===== src/rtl/sdram_param.sv =====
// Shared definitions for the SDRAM work FSM: state codes, SDRAM command
// encodings and the system address field layout.
package sdram_param;

    // Work FSM state codes; the 5-bit width is what work_state exports.
    typedef enum logic [4:0] {
        S_IDLE    = 5'd0,
        S_ACTIVE  = 5'd1,
        S_TRCD    = 5'd2,
        S_READ    = 5'd3,
        S_CL      = 5'd4,
        S_RD_DATA = 5'd5,
        S_WR_DATA = 5'd6,
        S_TWR     = 5'd7,
        S_PRECH   = 5'd8,
        S_TRP     = 5'd9,
        S_AR      = 5'd10,
        S_TRFC    = 5'd11
    } work_state_e;

    // SDRAM commands as {cs_n, ras_n, cas_n, we_n}.
    localparam logic [3:0] CMD_NOP       = 4'b0111;
    localparam logic [3:0] CMD_ACTIVE    = 4'b0011;
    localparam logic [3:0] CMD_READ      = 4'b0101;
    localparam logic [3:0] CMD_WRITE     = 4'b0100;
    localparam logic [3:0] CMD_PRECHARGE = 4'b0010;
    localparam logic [3:0] CMD_AREF      = 4'b0001;

    // System address map: {ba[23:22], row[21:9], col[8:0]}.
    localparam int SYS_ADDR_W = 24;
    localparam int BA_HI      = 23;
    localparam int BA_LO      = 22;
    localparam int ROW_HI     = 21;
    localparam int ROW_LO     = 9;
    localparam int COL_HI     = 8;
    localparam int COL_LO     = 0;
    localparam int BA_W       = BA_HI - BA_LO + 1;
    localparam int ROW_W      = ROW_HI - ROW_LO + 1;
    localparam int COL_W      = COL_HI - COL_LO + 1;

    // Precharge with A10 high closes every bank.
    localparam logic [ROW_W-1:0] ADDR_ALL_BANKS = 13'h0400;

    typedef struct packed {
        logic [BA_W-1:0]  ba;
        logic [ROW_W-1:0] row;
        logic [COL_W-1:0] col;
    } sdram_loc_t;

    function automatic sdram_loc_t split_addr(input logic [SYS_ADDR_W-1:0] a);
        sdram_loc_t loc;
        loc.ba  = a[BA_HI:BA_LO];
        loc.row = a[ROW_HI:ROW_LO];
        loc.col = a[COL_HI:COL_LO];
        return loc;
    endfunction

endpackage


===== src/rtl/sdram_ref_timer.sv =====
// Free-running refresh interval timer; raises ref_pending once per
// REF_INTERVAL cycles and keeps it until the FSM starts the refresh.
module sdram_ref_timer #(
    parameter int REF_INTERVAL = 780
) (
    input  logic clk,
    input  logic rst,
    input  logic enable,
    input  logic clear,
    output logic ref_pending
);

    localparam int CNT_W = $clog2(REF_INTERVAL + 1);
    localparam logic [CNT_W-1:0] CNT_LAST = CNT_W'(REF_INTERVAL - 1);

    logic [CNT_W-1:0] ref_cnt;
    logic             wrap;

    assign wrap = enable && (ref_cnt == CNT_LAST);

    // Interval counter and pending flag; a fresh interval wins over a clear.
    always_ff @(posedge clk) begin
        // NOTE: non-blocking assignments keep every register updating from pre-edge values.
        if (rst) begin
            ref_cnt     <= '0;
            ref_pending <= 1'b0;
        end else begin
            if (!enable || wrap) ref_cnt <= '0;
            else                 ref_cnt <= ref_cnt + 1'b1;

            if (wrap)       ref_pending <= 1'b1;
            else if (clear) ref_pending <= 1'b0;
        end
    end

endmodule


===== src/rtl/sdram_work_fsm.sv =====
// SDRAM work-phase controller: arbitrates refresh/write/read in idle and
// sequences ACTIVE, READ/WRITE bursts, PRECHARGE and AUTO REFRESH.
module sdram_work_fsm
    import sdram_param::*;
#(
    parameter int BL           = 4,
    parameter int CL           = 3,
    parameter int T_RCD        = 2,
    parameter int T_RP         = 2,
    parameter int T_WR         = 2,
    parameter int T_RFC        = 7,
    parameter int REF_INTERVAL = 780
) (
    input  logic        clk,
    input  logic        rst,
    input  logic        init_done,
    input  logic        sdram_rd_req,
    input  logic        sdram_wr_req,
    input  logic [23:0] sys_rdaddr,
    input  logic [23:0] sys_wraddr,
    output logic        sdram_rd_ack,
    output logic        sdram_wr_ack,
    output logic        sdram_wr_data_valid,
    output logic        sdram_data_i_valid,
    output logic        end_tread,
    output logic        end_twrite,
    output logic        sdram_r_wn,
    output logic [4:0]  work_state,
    output logic [4:0]  cur_work_state,
    output logic [3:0]  sdram_cmd,
    output logic [1:0]  sdram_ba,
    output logic [12:0] sdram_addr
);

    // Cycle counts of each timed state.
    localparam int LEN_TRCD = T_RCD - 1;
    localparam int LEN_CL   = CL - 1;
    localparam int LEN_TRP  = T_RP - 1;
    localparam int LEN_TRFC = T_RFC - 1;

    work_state_e state, state_next;
    logic [3:0]  wait_cnt;
    logic        init_ok;
    logic        ref_pending;
    logic        ref_clear;
    logic        op_write;
    sdram_loc_t  loc;

    // True on the final cycle of a state lasting len cycles (minimum one).
    function automatic logic last_cycle(input logic [3:0] cnt, input int len);
        return (int'(cnt) + 1) >= len;
    endfunction

    assign ref_clear  = (state == S_IDLE) && (state_next == S_AR);
    assign work_state = state;

    sdram_ref_timer #(
        .REF_INTERVAL(REF_INTERVAL)
    ) u_ref_timer (
        .clk         (clk),
        .rst         (rst),
        .enable      (init_ok),
        .clear       (ref_clear),
        .ref_pending (ref_pending)
    );

    // State register, wait counter, init qualifier and latched burst address.
    // Every output is decoded from these, so resetting them resets the outputs.
    always_ff @(posedge clk) begin
        if (rst) begin
            state          <= S_IDLE;
            cur_work_state <= S_IDLE;
            wait_cnt       <= 4'd0;
            init_ok        <= 1'b0;
            op_write       <= 1'b0;
            loc            <= '0;
        end else begin
            state          <= state_next;
            cur_work_state <= state;
            wait_cnt       <= (state_next != state) ? 4'd0 : wait_cnt + 4'd1;
            init_ok        <= init_done;
            if (sdram_wr_ack) begin
                op_write <= 1'b1;
                loc      <= split_addr(sys_wraddr);
            end else if (sdram_rd_ack) begin
                op_write <= 1'b0;
                loc      <= split_addr(sys_rdaddr);
            end
        end
    end

    // Next-state, arbitration and command/strobe decode.
    always_comb begin
        // NOTE: every output gets a default first so no path infers a latch.
        state_next          = state;
        sdram_cmd           = CMD_NOP;
        sdram_ba            = '0;
        sdram_addr          = '0;
        sdram_rd_ack        = 1'b0;
        sdram_wr_ack        = 1'b0;
        sdram_wr_data_valid = 1'b0;
        sdram_data_i_valid  = 1'b0;
        end_tread           = 1'b0;
        end_twrite          = 1'b0;
        sdram_r_wn          = 1'b1;

        case (state)
            S_IDLE: begin
                if (init_ok && init_done) begin
                    if (ref_pending) begin
                        state_next = S_AR;
                    end else if (sdram_wr_req) begin
                        sdram_wr_ack = 1'b1;
                        state_next   = S_ACTIVE;
                    end else if (sdram_rd_req) begin
                        sdram_rd_ack = 1'b1;
                        state_next   = S_ACTIVE;
                    end
                end
            end
            S_ACTIVE: begin
                sdram_cmd  = CMD_ACTIVE;
                sdram_ba   = loc.ba;
                sdram_addr = loc.row;
                state_next = S_TRCD;
            end
            S_TRCD: begin
                if (last_cycle(wait_cnt, LEN_TRCD))
                    state_next = op_write ? S_WR_DATA : S_READ;
            end
            S_READ: begin
                sdram_cmd  = CMD_READ;
                sdram_ba   = loc.ba;
                sdram_addr = {4'b0, loc.col};
                state_next = S_CL;
            end
            S_CL: begin
                if (last_cycle(wait_cnt, LEN_CL)) state_next = S_RD_DATA;
            end
            S_RD_DATA: begin
                sdram_data_i_valid = 1'b1;
                if (last_cycle(wait_cnt, BL)) begin
                    end_tread  = 1'b1;
                    state_next = S_PRECH;
                end
            end
            S_WR_DATA: begin
                sdram_wr_data_valid = 1'b1;
                sdram_r_wn          = 1'b0;
                sdram_ba            = loc.ba;
                sdram_addr          = {4'b0, loc.col};
                if (wait_cnt == 4'd0) sdram_cmd = CMD_WRITE;
                if (last_cycle(wait_cnt, BL)) begin
                    end_twrite = 1'b1;
                    state_next = S_TWR;
                end
            end
            S_TWR: begin
                if (last_cycle(wait_cnt, T_WR)) state_next = S_PRECH;
            end
            S_PRECH: begin
                sdram_cmd  = CMD_PRECHARGE;
                sdram_ba   = loc.ba;
                sdram_addr = ADDR_ALL_BANKS;
                state_next = S_TRP;
            end
            S_TRP: begin
                if (last_cycle(wait_cnt, LEN_TRP)) state_next = S_IDLE;
            end
            S_AR: begin
                sdram_cmd  = CMD_AREF;
                state_next = S_TRFC;
            end
            S_TRFC: begin
                if (last_cycle(wait_cnt, LEN_TRFC)) state_next = S_IDLE;
            end
            default: state_next = S_IDLE;
        endcase
    end

endmodule


===== config.mk =====
export PLATFORM = sky130hd
export DESIGN_NAME = sdram_work_fsm
export DESIGN_NICKNAME = d
export VERILOG_FILES = /design/src/rtl/sdram_param.sv /design/src/rtl/sdram_ref_timer.sv /design/src/rtl/sdram_work_fsm.sv
export SDC_FILE = /design/constraint.sdc
export NUM_CORES = 1
export LEC_CHECK = 0
export BUFFER_PORTS_ARGS = -buffer_cell sky130_fd_sc_hd__buf_2
export CAP_MARGIN = 30
export CORE_ASPECT_RATIO = 0.5
export CORE_MARGIN = 2
export CORE_UTILIZATION = 40
export DETAILED_ROUTE_END_ITERATION = 8
export PLACE_DENSITY = 0.68
export SYNTH_ARGS = -nofsm -noshare
export SYNTH_HDL_FRONTEND = slang
export SYNTH_SLANG_ARGS = --single-unit

===== constraint.sdc =====
create_clock -name clk -period 2.1 [get_ports clk]
set_input_delay 0.315 -clock clk [delete_from_list [all_inputs] [get_ports clk]]
set_output_delay 0.315 -clock clk [all_outputs]
set_load 0.1 [all_outputs]

==> results.md <==
* Drt drc at 0
* Met2 Track Usage GR at 39.8%
* M3 GR Usage at 4.29%
* Pre-CTS setup slack at -57.7 ps
* Max Clock Freq at 475 MHz
* Synth top cells by count: nor2_1, dfxtp_1, nor3_1, a211oi_1, o22ai_1
* Die ar. at 0.00741 mm^2
* Total gr overflow at 0
* Period minus WS final at 2100 ps
* #FFs+latches synth at 51
* Peak supply drop at 340 uV
* Register area share after synthesis at 38.1%
* Slowest stage delay, CP at 370 ps
* Num Clock Sinks at 51
* TritonCTS buffer count at 5
* Syn Inst Count at 321
* Post-route setup TNS at -8.52 ps
* Crit path DAT at 1790 ps
* Max Root-Sink Buffers at 2
* Failing checks: negative setup slack
* Sequence of cells on the critical path: buf_6, nand2b_4, mux2_4, nor2_4, a21oi_2, nor2_2, and2_4, buf_12
* Post-DR vias/cell at 5.20
* Proportion of layout cells with a drive suffix above 1 at 43.5%
* Share of synthesized registers carrying an async set or reset at 0%
* Num ports at 89
* Site Rows at 21
* Post-synth EDFFs at 0
* Chip height at 61.9 um
* H-tree depth at 2
* CP endpoint kind: output pin
* Routability-driven placement congestion ratio at 0.941
* Fin. Hold Viols at 0
* Hold WS at 250 ps
* Synth Warn # at 0
* Drt initial violations at 164
* Final worst slack at -4.18 ps
* Clock latency on the worst-skew pair at 290 ps
* Root buf cell: clkbuf_16
* Critical Path Fanout Max at 5
* Largest net degree at the start of global routing at 38
* Netlist cell types at 48
* Slowest stage cell, crit path: dfxtp_4
* RSZ-0062 raised after global routing: true
* First drt pass iteration count at 4
* Max-cap viol count at 0
* First-pass GRT wire length at 12.4 mm
* Worst clock skew at 6.45 ps
* Top cells by area, synth: dfxtp_1, nor2_1, mux2i_1
* CP bufs+invs at 2
* P_leak at 1.73 nW
* Status: finished, violations left
* P&R area growth vs syn at 54.3%
* Core area at 0.00657 mm^2
* Post-synth top area share at 38.1%
* CP Launch Type: flip-flop
* Final net count at 478
* CTS tree: built
* Avg WL per Cell at 15.0 um
* Count leader, synth: nor2_1
* Final period util at 100%
* Crit path max-delay family: simple AND/OR/NAND/NOR gates
* Synth Area per Inst at 8.35 um^2
* Buffers on Ports at 87
* Final ANT Viol Nets at 0
* Clock slew at the register clock pins of the worst setup and hold paths at 70 ps
* Vias in the first global route at 2,594
* Power per Cell Area at 489 mW/mm^2
* DR vias at 2,669
* HPWL after DPL at 5.52 mm
* Area leader, netlist: dfxtp_1
* Final Max Slew Viols at 0
* Starting Density at 40.8%
* Met1 global-route usage at 25.2%
* Initial antenna violation count at 0
* Die W at 120 um
* Final WL at 7.71 mm
* Ys flop type: dfxtp_1
* Crit path kind: reg -> out
* Hold crit path type: in -> reg
* Number of antenna repair diodes at 0
* Global routing's busiest layer: met2
* Finish-stage setup viols at 3
* CP Data Required Time at 1780 ps
* Netlist Area Pre-Place at 0.00268 mm^2
* Overall routing resource usage at 21.3%
## where the power goes
group          internal, W  switching [W]  leakage [nW]
registers         0.000981      0.0000185         0.418
clock network     0.000446       0.000369        0.0700
logic            0.0000871       0.000121          1.24
total              0.00151       0.000509          1.73
## cell usage in the layout, fill, tap and decap left out, types with 6 or more instances in the layout
cell type / n
a211oi_1: 14
nor3_1: 15
o22ai_1: 13
nor2b_1: 8
inv_1: 6
a21oi_1: 6
a22o_4: 9
nand2_1: 11
dfxtp_4: 7
buf_4: 26
o21ai_0: 6
mux2i_1: 12
buf_2: 64
nor2_1: 52
buf_12: 21
nand3_1: 8
dfxtp_1: 44
## metal layers
| layer | wire, um | part of all wire [%] |
|---|---|---|
| met5 | 0 | 0 |
| met1 | 3430 | 45 |
| met4 | 116 | 1.5 |
| met2 | 3880 | 50 |
| met3 | 279 | 3.6 |
## cell families (layout without fill, tap and decap cells)
logic type,Yosys count,in the layout,share of synthesized area (%)
multiplexers,13,13,4.90
adder cells (fa/ha/maj),5,5,2.34
buffers and inverters,35,134,6.73
AO/OA/AOI/OAI,67,67,18.4
XOR/XNOR,10,10,3.27
flip-flops,51,51,38.1
other,1,2,0.140
AND/OR/NAND/NOR,139,139,26.2
## final cells by class
| class | count | area [um^2] |
|---|---|---|
| multi-input combinational | 236 | 1790 |
| tap | 92 | 115 |
| inverter | 11 | 52.6 |
| clock buffer | 5 | 125 |
| sequential | 51 | 1050 |
| fill | 536 | 2440 |
| timing repair buffer | 115 | 981 |
| clock inverter | 3 | 25.0 |
## timing repair
| item | in CTS | in global routing |
|---|---|---|
| cloned | 0 | 0 |
| resized for setup | 10 | 28 |
| setup endpoints to repair | 20 | 38 |
| hold buffers | 0 | 0 |
| pin swaps | 5 | 10 |
| buffers inserted | 6 | 2 |
## final timing paths
path                     startpoint                     end  slack (ps)  cells past startpoint
max reg2reg             wait_cnt[0]             wait_cnt[0]          30                      7
min                       init_done                 init_ok         250                      2
min reg2reg  u_ref_timer.ref_cnt[0]  u_ref_timer.ref_cnt[0]         460                      1
max                   work_state[3]             sdram_ba[1]          -4                      8
## state kept, by name, summed over array words and instances (netlist names)
signal,cells
wait_cnt,4
work_state,5
cur_work_state,5
u_ref_timer.ref_cnt,10
u_ref_timer.ref_pending,1
loc,24
init_ok,1
op_write,1
## through the flow
stage	area [um^2]	power, W	cells	utilization, %
2_1_floorplan	2970	0.00114	322	-
3_3_place_gp	3790	0.00121	497	57.7
3_5_place_dp	3790	0.00121	497	57.7
4_1_cts	4020	0.00202	511	61.2
5_1_grt	4130	0.00210	513	62.9
6_report	4130	0.00202	513	62.9
Note: power is estimated with default switching activity, not from simulation.
